`src/rtl/pipe_sequencer_pkg.sv`:
```
// Shared constants, state encoding and helpers for the pipeline sequencer.
package pipe_sequencer_pkg;

    localparam int         ADDR_W_DEF = 20;
    localparam logic [6:0] HLT_OP_DEF = 7'b1100001;
    localparam logic [6:0] NOP_OP     = 7'b0000000;

    typedef enum logic [2:0] {
        VEC_LO = 3'd0,
        VEC_HI = 3'd1,
        RUN    = 3'd2,
        FREEZE = 3'd3,
        HALT   = 3'd4
    } seq_state_t;

    function automatic logic [31:0] pc_incr(input logic [31:0] pc_val);
        return pc_val + 32'd1;
    endfunction

endpackage

```
`src/rtl/pipe_sequencer_if.sv`:
```
// Pipeline-side signal bundle between the sequencer (master) and the datapath/memories (slave).
interface pipe_sequencer_if
    import pipe_sequencer_pkg::*;
    #(parameter int ADDR_W = ADDR_W_DEF) ();

    logic [6:0]        id_opcode;
    logic [2:0]        id_rs1;
    logic [2:0]        id_rs2;
    logic              ex_mem_read;
    logic [2:0]        ex_rdst;
    logic              ex_branch_taken;
    logic [31:0]       ex_branch_target;
    logic              mem_busy;
    logic [15:0]       imem_data;
    logic [ADDR_W-1:0] imem_addr;
    logic [31:0]       pc;
    logic              ifid_write;
    logic              ifid_flush;
    logic              idex_write;
    logic              idex_flush;
    logic              halted;

    modport master (
        input  id_opcode, id_rs1, id_rs2, ex_mem_read, ex_rdst,
               ex_branch_taken, ex_branch_target, mem_busy, imem_data,
        output imem_addr, pc, ifid_write, ifid_flush, idex_write, idex_flush, halted
    );

    modport slave (
        output id_opcode, id_rs1, id_rs2, ex_mem_read, ex_rdst,
               ex_branch_taken, ex_branch_target, mem_busy, imem_data,
        input  imem_addr, pc, ifid_write, ifid_flush, idex_write, idex_flush, halted
    );

endinterface

```
`src/rtl/pipe_sequencer_hazard.sv`:
```
// Load-use hazard detect: decode reads a register the load in execute has not yet produced.
module pipe_sequencer_hazard
    import pipe_sequencer_pkg::*;
(
    input  logic       ex_mem_read,
    input  logic [2:0] ex_rdst,
    input  logic [2:0] id_rs1,
    input  logic [2:0] id_rs2,
    output logic       hazard
);

    // Hazard compare
    always_comb begin
        hazard = ex_mem_read & ((ex_rdst == id_rs1) | (ex_rdst == id_rs2));
    end

endmodule

```
`src/rtl/pipe_sequencer.sv`:
```
// Pipeline sequencer: reset-vector fetch, pc register and stall/flush/halt control.
module pipe_sequencer
    import pipe_sequencer_pkg::*;
#(
    parameter int         ADDR_W = ADDR_W_DEF,
    parameter logic [6:0] HLT_OP = HLT_OP_DEF
) (
    input  logic             clk,
    input  logic             reset,
    pipe_sequencer_if.master bus
);

    seq_state_t  state_r;
    seq_state_t  state_nxt_s;
    logic [31:0] pc_r;
    logic [31:0] pc_nxt_s;
    logic        hazard_s;
    logic        hlt_s;

    pipe_sequencer_hazard u_hazard (
        .ex_mem_read (bus.ex_mem_read),
        .ex_rdst     (bus.ex_rdst),
        .id_rs1      (bus.id_rs1),
        .id_rs2      (bus.id_rs2),
        .hazard      (hazard_s)
    );

    assign hlt_s  = (bus.id_opcode == HLT_OP);
    assign bus.pc = pc_r;

    // State register
    always_ff @(posedge clk or posedge reset) begin
        if (reset) begin
            state_r <= VEC_LO;
        end else begin
            state_r <= state_nxt_s;
        end
    end

    // Program counter register
    always_ff @(posedge clk or posedge reset) begin
        if (reset) begin
            pc_r <= 32'd0;
        end else begin
            pc_r <= pc_nxt_s;
        end
    end

    // Next state and next pc; FREEZE without mem_busy behaves exactly like RUN
    always_comb begin
        state_nxt_s = state_r;
        pc_nxt_s    = pc_r;
        case (state_r)
            VEC_LO: begin
                state_nxt_s = VEC_HI;
                pc_nxt_s    = {pc_r[31:16], bus.imem_data};
            end
            VEC_HI: begin
                state_nxt_s = RUN;
                pc_nxt_s    = {bus.imem_data, pc_r[15:0]};
            end
            RUN, FREEZE: begin
                if (bus.mem_busy) begin
                    state_nxt_s = FREEZE;
                end else if (bus.ex_branch_taken) begin
                    state_nxt_s = RUN;
                    pc_nxt_s    = bus.ex_branch_target;
                end else if (hlt_s) begin
                    state_nxt_s = HALT;
                end else if (hazard_s) begin
                    state_nxt_s = RUN;
                end else begin
                    state_nxt_s = RUN;
                    pc_nxt_s    = pc_incr(pc_r);
                end
            end
            HALT: begin
                state_nxt_s = HALT;
            end
            default: begin
                state_nxt_s = VEC_LO;
            end
        endcase
    end

    // Pipeline register control and instruction address
    always_comb begin
        bus.imem_addr  = pc_r[ADDR_W-1:0];
        bus.ifid_write = 1'b0;
        bus.ifid_flush = 1'b0;
        bus.idex_write = 1'b0;
        bus.idex_flush = 1'b0;
        bus.halted     = 1'b0;
        case (state_r)
            VEC_LO: begin
                bus.imem_addr  = {ADDR_W{1'b0}};
                bus.ifid_flush = 1'b1;
                bus.idex_flush = 1'b1;
            end
            VEC_HI: begin
                bus.imem_addr  = {{(ADDR_W-1){1'b0}}, 1'b1};
                bus.ifid_flush = 1'b1;
                bus.idex_flush = 1'b1;
            end
            RUN, FREEZE: begin
                if (bus.mem_busy) begin
                    bus.ifid_write = 1'b0;
                end else if (bus.ex_branch_taken) begin
                    bus.ifid_flush = 1'b1;
                    bus.idex_flush = 1'b1;
                end else if (hlt_s) begin
                    bus.idex_write = 1'b1;
                end else if (hazard_s) begin
                    bus.idex_flush = 1'b1;
                end else begin
                    bus.ifid_write = 1'b1;
                    bus.idex_write = 1'b1;
                end
            end
            HALT: begin
                bus.ifid_flush = 1'b1;
                bus.idex_flush = 1'b1;
                bus.halted     = 1'b1;
            end
            default: begin
                bus.imem_addr  = {ADDR_W{1'b0}};
                bus.ifid_flush = 1'b1;
                bus.idex_flush = 1'b1;
            end
        endcase
    end

endmodule

```
`src/flat_wrapper.sv`:
```
// flat-port wrapper written by rule: the top's interface ports become plain ports
module pipe_sequencer_flat import pipe_sequencer_pkg::*;
#(
    parameter int         ADDR_W = ADDR_W_DEF,
    parameter logic [6:0] HLT_OP = HLT_OP_DEF
)
  (clk, reset, bus_id_opcode, bus_id_rs1, bus_id_rs2, bus_ex_mem_read, bus_ex_rdst, bus_ex_branch_taken, bus_ex_branch_target, bus_mem_busy, bus_imem_data, bus_imem_addr, bus_pc, bus_ifid_write, bus_ifid_flush, bus_idex_write, bus_idex_flush, bus_halted);
  pipe_sequencer_if #(.ADDR_W(ADDR_W)) bus_i ();
  input  logic clk;
  input  logic reset;
  input wire logic [$bits(bus_i.id_opcode)-1:0] bus_id_opcode;
  input wire logic [$bits(bus_i.id_rs1)-1:0] bus_id_rs1;
  input wire logic [$bits(bus_i.id_rs2)-1:0] bus_id_rs2;
  input wire logic [$bits(bus_i.ex_mem_read)-1:0] bus_ex_mem_read;
  input wire logic [$bits(bus_i.ex_rdst)-1:0] bus_ex_rdst;
  input wire logic [$bits(bus_i.ex_branch_taken)-1:0] bus_ex_branch_taken;
  input wire logic [$bits(bus_i.ex_branch_target)-1:0] bus_ex_branch_target;
  input wire logic [$bits(bus_i.mem_busy)-1:0] bus_mem_busy;
  input wire logic [$bits(bus_i.imem_data)-1:0] bus_imem_data;
  output wire logic [$bits(bus_i.imem_addr)-1:0] bus_imem_addr;
  output wire logic [$bits(bus_i.pc)-1:0] bus_pc;
  output wire logic [$bits(bus_i.ifid_write)-1:0] bus_ifid_write;
  output wire logic [$bits(bus_i.ifid_flush)-1:0] bus_ifid_flush;
  output wire logic [$bits(bus_i.idex_write)-1:0] bus_idex_write;
  output wire logic [$bits(bus_i.idex_flush)-1:0] bus_idex_flush;
  output wire logic [$bits(bus_i.halted)-1:0] bus_halted;
  assign bus_i.id_opcode = bus_id_opcode;
  assign bus_i.id_rs1 = bus_id_rs1;
  assign bus_i.id_rs2 = bus_id_rs2;
  assign bus_i.ex_mem_read = bus_ex_mem_read;
  assign bus_i.ex_rdst = bus_ex_rdst;
  assign bus_i.ex_branch_taken = bus_ex_branch_taken;
  assign bus_i.ex_branch_target = bus_ex_branch_target;
  assign bus_i.mem_busy = bus_mem_busy;
  assign bus_i.imem_data = bus_imem_data;
  assign bus_imem_addr = bus_i.imem_addr;
  assign bus_pc = bus_i.pc;
  assign bus_ifid_write = bus_i.ifid_write;
  assign bus_ifid_flush = bus_i.ifid_flush;
  assign bus_idex_write = bus_i.idex_write;
  assign bus_idex_flush = bus_i.idex_flush;
  assign bus_halted = bus_i.halted;
  pipe_sequencer #(.ADDR_W(ADDR_W), .HLT_OP(HLT_OP)) u_core (.clk(clk), .reset(reset), .bus(bus_i));
endmodule
```
`config.mk`:
```
export PLATFORM = sky130hd
export DESIGN_NAME = pipe_sequencer_flat
export DESIGN_NICKNAME = d
export VERILOG_FILES = /design/src/rtl/pipe_sequencer_pkg.sv /design/src/rtl/pipe_sequencer_if.sv /design/src/rtl/pipe_sequencer_hazard.sv /design/src/rtl/pipe_sequencer.sv /design/src/flat_wrapper.sv
export SDC_FILE = /design/constraint.sdc
export NUM_CORES = 1
export LEC_CHECK = 0
export CELL_PAD_IN_SITES_DETAIL_PLACEMENT = 1
export CELL_PAD_IN_SITES_GLOBAL_PLACEMENT = 1
export CORE_ASPECT_RATIO = 1.2
export CORE_UTILIZATION = 30
export CTS_BUF_LIST = sky130_fd_sc_hd__clkbuf_4 sky130_fd_sc_hd__clkbuf_8
export CTS_CLUSTER_SIZE = 16
export DETAILED_ROUTE_END_ITERATION = 12
export PLACE_DENSITY_LB_ADDON = 0.08
export SYNTH_ARGS = -nofsm -noshare
export SYNTH_HDL_FRONTEND = slang
export SYNTH_HIERARCHICAL = 1
export SYNTH_SLANG_ARGS = --single-unit
```
`constraint.sdc`:
```
create_clock -name clk -period 2.8 [get_ports clk]
set_clock_uncertainty 0.1 [all_clocks]
set_input_delay 0.42 -clock clk [delete_from_list [all_inputs] [get_ports clk]]
set_output_delay 0.42 -clock clk [all_outputs]
set_load 0.02 [all_outputs]
```
==> impl_metrics.env, run 1 <==
export IMPL_outcome="completed"
export IMPL_average_routed_wire_per_standard_cell_um=19.2
export IMPL_grt_antenna_before_repair=0
export IMPL_cellLeakagePower_nw=1.87
export IMPL_fin_util_pct=50.6
export IMPL_postSynthAreaPerCell_sq_um=8.21
export IMPL_routabilityCongestion=0.787
export IMPL_dieWidth_um=88.6
export IMPL_placement_cell_area_sq_um=4220
export IMPL_number_of_instances_in_the_placed_design=576
export IMPL_antenna_cells_inserted=0
export IMPL_asyncSetResetFlopFracSynth_pct=100
export IMPL_post_synth_mux_area_share_pct=1.53
export IMPL_path_class="reg2out"
export IMPL_layout_drive_gt1_share_pct=9.42
export IMPL_cts_hold_fix_buffers=0
export IMPL_synth_cell_area_sq_um=2700
export IMPL_worstSetupStartpointType="flop"
export IMPL_dpl_hpwl_mm=8.60
export IMPL_finalInstanceArea_sq_um=4380
export IMPL_postRouteAntennaNets=0
export IMPL_fp_dieArea_sq_um=9390
export IMPL_cts_sinks=35
export IMPL_max_stage_delay_ns=0.65
export IMPL_unrepaired_setup_endpoints_after_global_routing="no"
export IMPL_routed_wl_mm=11.2
export IMPL_drt_initial_violations=123
export IMPL_drt_first_pass_iters=7
export IMPL_num_nets_final=536
export IMPL_grt_overflow=0
export IMPL_ys_seq_area_share_pct=32.4
export IMPL_synth_simple_gate_area_share_pct=27.9
export IMPL_report_final_slew_viol_count=0
export IMPL_cts_buffers=5
export IMPL_globalRouteTotalUtil_pct=24.7
export IMPL_crit_fanout=8
export IMPL_endpoint_type_of_the_worst_setup_path="output port"
export IMPL_total_power_mw=2.11
export IMPL_core_area_sq_um=8660
export IMPL_drt_drc_violations_left=0
export IMPL_clock_path_buffers=2
export IMPL_post_synth_fa_ha_maj_area_fraction_pct=0.463
export IMPL_clk_insertion_delay_late_ns=0.29
export IMPL_root_buffer="sky130_fd_sc_hd__clkbuf_8"
export IMPL_netlist_cell_type_count=53
export IMPL_cts_reportedPaths_clkPinSlew_ns=0.08
export IMPL_synth_enable_flop_cells=0
export IMPL_vias=3181
export IMPL_slew_of_the_pin_with_the_lowest_slew_margin_ns=0.522
export IMPL_fmax_mhz=369
export IMPL_post_route_period_util_pct=96.9
export IMPL_worstPathRequired_ns=2.28
export IMPL_post_cts_setup_buffers=0
export IMPL_yosys_register_bits=35
export IMPL_ctsHtreeMaxLevel=2
export IMPL_hold_path_class="reg2reg"
export IMPL_yosysWarningCount=6
export IMPL_synthCells=329
export IMPL_worst_slew_margin_rel_pct=65.2
export IMPL_worst_path_cell_with_the_longest_stage_delay="sky130_fd_sc_hd__clkdlybuf4s50_1"
export IMPL_rows=37
export IMPL_final_instance_count_excl_fill=584
export IMPL_first_pass_grt_wire_length_mm=17.7
export IMPL_grt_start_max_net_pins=36
export IMPL_synth_xor_area_share_pct=6.48
export IMPL_synth_compound_area_share_pct=26.9
export IMPL_port_buffer_count=125
export IMPL_finalHoldViolCount=0
export IMPL_initial_utilization_pct=31.2
export IMPL_die_h_um=106
export IMPL_synth_top_family_by_area="simple AND/OR/NAND/NOR gates"
export IMPL_total_nets_after_synthesis=399
export IMPL_drv_max_cap_violation_count=0
export IMPL_flow_area_growth_from_synthesis_pct=62.1
export IMPL_ir_drop_v=0.000307
export IMPL_top_level_ports=126
export IMPL_timing_critical_path_arrival_ns=2.19
export IMPL_list_of_cells_traversed_by_the_critical_path="nor2_1, and2_1, nor2_4, o21ai_0, clkdlybuf4s50_1"
export IMPL_power_density_nw_per_um2=482
export IMPL_tritoncts="done"
export IMPL_grt_pass1_vias=3187
export IMPL_total_of_endpoints_with_negative_setup_slack_in_the_final_report=0
export IMPL_finalWorstPathRequiredPeriod_ns=2.71
export IMPL_dominantRegCellSynth="sky130_fd_sc_hd__dfrtp_1"
export IMPL_route_detailed_vias_per_inst=5.45
==> routing by layer <==
metal	vias to the layer above	part of all wire, %	track usage, %
met5	-	0	0
li1	1516	-	-
met2	82	49	40.2
met1	1573	45	34.4
met3	10	5.2	4.11
met4	0	0.85	4.95
==> critical path: cells and delay by family, from the launching register on <==
family                 cells  cell delay, ns
AOI/OAI and AO/OA          1            0.25
buffers and inverters      1            0.65
and+or+nand+nor            3            0.53
DFF                        1            0.47
==> kinds of logic (layout without fill, tap and decap cells) <==
group,after synthesis,in the layout
and+or+nand+nor,131,131
buffers and inverters,28,166
xor gates and xnor gates,20,20
DFF,35,35
adders and majority gates,1,1
AOI/OAI and AO/OA,110,110
muxes,4,4
==> power breakdown <==
| group | leakage, nW | internal (mW) | total [mW] | switching (mW) |
|---|---|---|---|---|
| Clock | 0.0612 | 0.289 | 0.493 | 0.204 |
| Sequential | 0.422 | 0.580 | 0.715 | 0.135 |
| Combinational | 1.38 | 0.462 | 0.902 | 0.440 |
| Total | 1.87 | 1.33 | 2.11 | 0.779 |
==> final cells by class <==
cell class | instances | area [sq um]
well taps | 117 | 146
fillers | 1033 | 4280
repair buffers | 151 | 1500
clock buffers | 6 | 82.6
multi-input cells | 266 | 1720
inverters | 7 | 26.3
clock inverters | 2 | 35.0
flip-flops and latches | 35 | 876
==> metrics by stage <==
| stage | setup WS (ns) | hold slack, ns | setup TNS (ns) |
|---|---|---|---|
| after CTS | 0.00534 | 0.448 | 0 |
| after detailed placement | -0.171 | 0.433 | -0.264 |
| after global placement | -0.191 | 0.424 | -0.216 |
| after global routing | 0.00997 | 0.476 | 0 |
| after floorplan | 0.514 | 0.394 | 0 |
| final | 0.0880 | 0.446 | 0 |
==> flip-flops by register name (all words and copies together), names as in the netlist <==
signal / cells
u_core/state_r: 3
u_core/bus.pc: 32
==> path summary, 6_finish.rpt <==
path / from / endpoint / slack (ns) / cells past startpoint
min reg2reg: u_core/bus.pc[30] / u_core/bus.pc[30] / 0.45 / 1
min: u_core/bus.pc[30] / u_core/bus.pc[30] / 0.45 / 1
max: u_core/state_r[1] / bus_imem_addr[0] / 0.09 / 5
max reg2reg: u_core/bus.pc[10] / u_core/bus.pc[18] / 0.45 / 5
min in group asynchronous: reset / u_core/bus.pc[4] / 0.46 / 3
max in group asynchronous: reset / u_core/bus.pc[20] / 1.77 / 3
==> cell usage after synthesis (all sizes together), types with 3 or more instances <==
| library cell | n | area share (%) |
|---|---|---|
| a21oi | 19 | 3.5 |
| a221oi | 5 | 1.6 |
| a222oi | 3 | 1.1 |
| a22o | 5 | 1.6 |
| a22oi | 12 | 3.3 |
| a31oi | 10 | 2.3 |
| a32oi | 3 | 0.97 |
| a41oi | 3 | 0.97 |
| and2 | 9 | 2.2 |
| and3 | 6 | 1.4 |
| buf | 9 | 1.7 |
| clkbuf | 12 | 1.7 |
| dfrtp | 35 | 32 |
| inv | 7 | 0.97 |
| mux2i | 3 | 1.1 |
| nand2 | 16 | 2.2 |
| nand3 | 19 | 4.0 |
| nand4 | 10 | 2.3 |
| nor2 | 26 | 3.6 |
| nor2b | 21 | 4.9 |
| nor3 | 6 | 1.1 |
| nor4b | 3 | 1.2 |
| o211ai | 3 | 0.83 |
| o21ai | 33 | 6.1 |
| o311ai | 5 | 1.6 |
| or4b | 3 | 1.1 |
| xnor2 | 9 | 2.9 |
| xor2 | 11 | 3.6 |
==> cell usage in the layout (no fill, tap or decap), types with 2 or more instances in the layout <==
cell type | synthesis | final
sky130_fd_sc_hd__mux2i_1 | 3 | 3
sky130_fd_sc_hd__a41oi_1 | 3 | 3
sky130_fd_sc_hd__xnor2_1 | 9 | 9
sky130_fd_sc_hd__or3_1 | 2 | 2
sky130_fd_sc_hd__xor2_1 | 11 | 11
sky130_fd_sc_hd__or2_2 | 2 | 2
sky130_fd_sc_hd__and2_1 | 8 | 8
sky130_fd_sc_hd__a21o_1 | 2 | 2
sky130_fd_sc_hd__nor2b_1 | 21 | 21
sky130_fd_sc_hd__or4b_1 | 3 | 3
sky130_fd_sc_hd__o311ai_1 | 5 | 5
sky130_fd_sc_hd__dfrtp_1 | 35 | 35
sky130_fd_sc_hd__o21ai_0 | 26 | 26
sky130_fd_sc_hd__nor3_1 | 6 | 6
sky130_fd_sc_hd__nand2_1 | 16 | 16
sky130_fd_sc_hd__buf_4 | 1 | 25
sky130_fd_sc_hd__a22oi_1 | 12 | 12
sky130_fd_sc_hd__and3_1 | 6 | 6
sky130_fd_sc_hd__a32oi_1 | 3 | 3
sky130_fd_sc_hd__nand2b_1 | 2 | 2
sky130_fd_sc_hd__o2111ai_1 | 2 | 2
sky130_fd_sc_hd__clkdlybuf4s50_1 | 0 | 108
sky130_fd_sc_hd__a222oi_1 | 3 | 3
sky130_fd_sc_hd__o21ai_1 | 7 | 7
sky130_fd_sc_hd__inv_1 | 6 | 6
sky130_fd_sc_hd__a221oi_1 | 5 | 5
sky130_fd_sc_hd__a22o_1 | 5 | 5
sky130_fd_sc_hd__o211ai_1 | 3 | 3
sky130_fd_sc_hd__nand3_1 | 18 | 18
sky130_fd_sc_hd__clkbuf_8 | 0 | 6
sky130_fd_sc_hd__nand4_1 | 10 | 10
sky130_fd_sc_hd__dlymetal6s2s_1 | 0 | 16
sky130_fd_sc_hd__nor2_1 | 26 | 25
sky130_fd_sc_hd__a31oi_1 | 10 | 10
sky130_fd_sc_hd__a21oi_1 | 19 | 19
sky130_fd_sc_hd__nor4b_1 | 2 | 2
==> repair_timing <==
action / 4_1_cts / 5_1_grt
setup endpoints to repair: 21 / 16
gates resized for setup: 3 / 16
cloned: 0 / 0
(Power assumes the default switching activity.)
==> run 2, diff against run 1 <==
- PLACE_DENSITY_LB_ADDON: 0.08 -> 0.1
- SKIP_CTS_REPAIR_TIMING: default -> 1
==> run 2 against run 1 <==
Setup slack gained 0.025 ns. First-iteration DRC count rose by 18%. Critical path type unchanged. Largest cell class unchanged. Register-to-register slack about the same. Fmax is 0.93% higher. Cell area decreased by 1.0%. Count of clock-buffer cells in the layout unchanged. Non-clock buffer count increased by 2. Combinational power is 0.4% higher. Via count decreased by 0.31%. Sequential cell count unchanged. Utilization shrank 0.51 points.
==> impl_metrics.env, run 2 (synthesis results as in run 1) <==
export IMPL_crit_fanout=12
export IMPL_initial_utilization_pct=31.2
export IMPL_ctsHtreeMaxLevel=2
export IMPL_die_h_um=106
export IMPL_port_buffer_count=125
export IMPL_ir_drop_v=0.000222
export IMPL_globalRouteTotalUtil_pct=24.7
export IMPL_drt_first_pass_iters=4
export IMPL_crit_buf_inv=2
export IMPL_mostFrequentLayoutCell="sky130_fd_sc_hd__clkdlybuf4s50_1"
export IMPL_report_final_slew_viol_count=0
export IMPL_route_detailed_vias_per_inst=5.42
export IMPL_vias=3171
export IMPL_total_of_endpoints_with_negative_setup_slack_in_the_final_report=0
export IMPL_clock_path_buffers=2
export IMPL_finalWorstPathRequiredPeriod_ns=2.69
export IMPL_worst_slew_margin_rel_pct=64.1
export IMPL_most_common_layout_cells="121 x sky130_fd_sc_hd__clkdlybuf4s50_1, 35 x sky130_fd_sc_hd__dfrtp_1, 27 x sky130_fd_sc_hd__buf_4, 26 x sky130_fd_sc_hd__o21ai_0, 25 x sky130_fd_sc_hd__nor2_1"
export IMPL_root_buffer="sky130_fd_sc_hd__clkbuf_8"
export IMPL_max_stage_delay_ns=0.61
export IMPL_unrepaired_setup_endpoints_after_global_routing="no"
export IMPL_critPathTopFamily="buffers and inverters"
export IMPL_average_routed_wire_per_standard_cell_um=19.1
export IMPL_timing_critical_path_arrival_ns=2.17
export IMPL_top_level_ports=126
export IMPL_clk_insertion_delay_late_ns=0.29
export IMPL_postRouteAntennaNets=0
export IMPL_tritoncts="done"
export IMPL_fp_dieArea_sq_um=9390
export IMPL_outcome="completed"
export IMPL_flow_area_growth_from_synthesis_pct=60.5
export IMPL_post_route_period_util_pct=96.0
export IMPL_num_nets_final=538
export IMPL_worst_path_cell_with_the_longest_stage_delay="sky130_fd_sc_hd__clkdlybuf4s50_1"
export IMPL_dieWidth_um=88.6
export IMPL_routed_wl_mm=11.2
export IMPL_finalHoldViolCount=0
export IMPL_power_density_nw_per_um2=463
export IMPL_fmax_mhz=372
export IMPL_cellLeakagePower_nw=1.75
export IMPL_cts_reportedPaths_clkPinSlew_ns=0.07
export IMPL_hold_path_class="reg2reg"
export IMPL_grt_overflow=0
export IMPL_antenna_cells_inserted=0
export IMPL_cts_sinks=35
export IMPL_slew_of_the_pin_with_the_lowest_slew_margin_ns=0.534
export IMPL_list_of_cells_traversed_by_the_critical_path="nor2_1, and2_1, nor2_4, buf_4, nor2b_1, clkdlybuf4s50_1"
export IMPL_drt_drc_violations_left=0
export IMPL_grt_start_max_net_pins=36
export IMPL_core_area_sq_um=8660
export IMPL_endpoint_type_of_the_worst_setup_path="output port"
export IMPL_cts_buffers=5
export IMPL_path_class="reg2out"
export IMPL_grt_pass1_vias=3254
export IMPL_worstPathRequired_ns=2.28
export IMPL_routabilityCongestion=0.786
export IMPL_rows=37
export IMPL_setup_tns_final_ns=0
export IMPL_largest_register_ffs=32
export IMPL_drt_initial_violations=145
export IMPL_worstSetupStartpointType="flop"
export IMPL_fin_util_pct=50.1
export IMPL_grt_antenna_before_repair=0
export IMPL_drv_max_cap_violation_count=0
export IMPL_first_pass_grt_wire_length_mm=17.5
export IMPL_dpl_hpwl_mm=8.60
export IMPL_layout_drive_gt1_share_pct=9.62
run 2: cell types whose count changed in the layout (fill, tap and decap cells not counted), sizes merged:
cell	previous run	this run
dlymetal6s2s	16	4
dlygate4sd2	1	0
bufinv	1	0
buf	26	28
clkdlybuf4s50	108	121
run 2: cell type report:
| cell class | instances | area (sq um) |
|---|---|---|
| fill | 1063 | 4320 |
| multi-input combinational | 266 | 1720 |
| timing repair buffer | 153 | 1480 |
| sequential | 35 | 876 |
| tap | 117 | 146 |
| clock buffer | 6 | 82.6 |
| inverter | 7 | 26.3 |
| clock inverter | 1 | 5.00 |
run 2: path summary, 6_finish.rpt:
kind	cells past startpoint	from	end	slack, ns
worst max-delay path	6	u_core/state_r[0]	bus_imem_addr[14]	0.11
worst min-delay path	1	u_core/bus.pc[30]	u_core/bus.pc[30]	0.44
worst max register to register	5	u_core/bus.pc[10]	u_core/bus.pc[18]	0.46
worst min register to register	1	u_core/bus.pc[30]	u_core/bus.pc[30]	0.44
max in group asynchronous	3	reset	u_core/state_r[2]	1.80
min in group asynchronous	3	reset	u_core/bus.pc[8]	0.45
run 2: power breakdown:
group	switching, mW	internal [mW]
clock network	0.190	0.193
logic	0.440	0.467
registers	0.137	0.580
run 2: per-stage QoR:
| stage | hold WS, ns | setup slack (ns) | power [mW] | area, sq um | instances |
|---|---|---|---|---|---|
| after detailed placement | 0.432 | -0.173 | 1.64 | 4230 | 578 |
| after global routing | 0.463 | 0.000363 | 2.13 | 4340 | 585 |
| after CTS | 0.453 | -0.295 | 2.03 | 4320 | 585 |
| after global placement | 0.418 | -0.191 | 1.62 | 4230 | 578 |
| after floorplan | 0.394 | 0.514 | 1.14 | 2700 | 329 |
| final | 0.445 | 0.113 | 2.01 | 4340 | 585 |
run 2: metal layers:
| metal | track usage, % | part of all wire [%] | vias up | wire [um] |
|---|---|---|---|---|
| li1 | - | - | 1511 | - |
| met1 | 33.7 | 46 | 1555 | 5190 |
| met2 | 39.8 | 48 | 89 | 5320 |
| met3 | 3.42 | 4.1 | 16 | 458 |
| met4 | 8.06 | 2.1 | 0 | 233 |
| met5 | 0 | 0 | - | 0 |
==> run 3, diff against run 2 <==
- CAP_MARGIN: default -> 20
- SLEW_MARGIN: default -> 20
==> results of run 3 <==
Same layout as run 2: the final DEF is identical, and so are final timing and power.
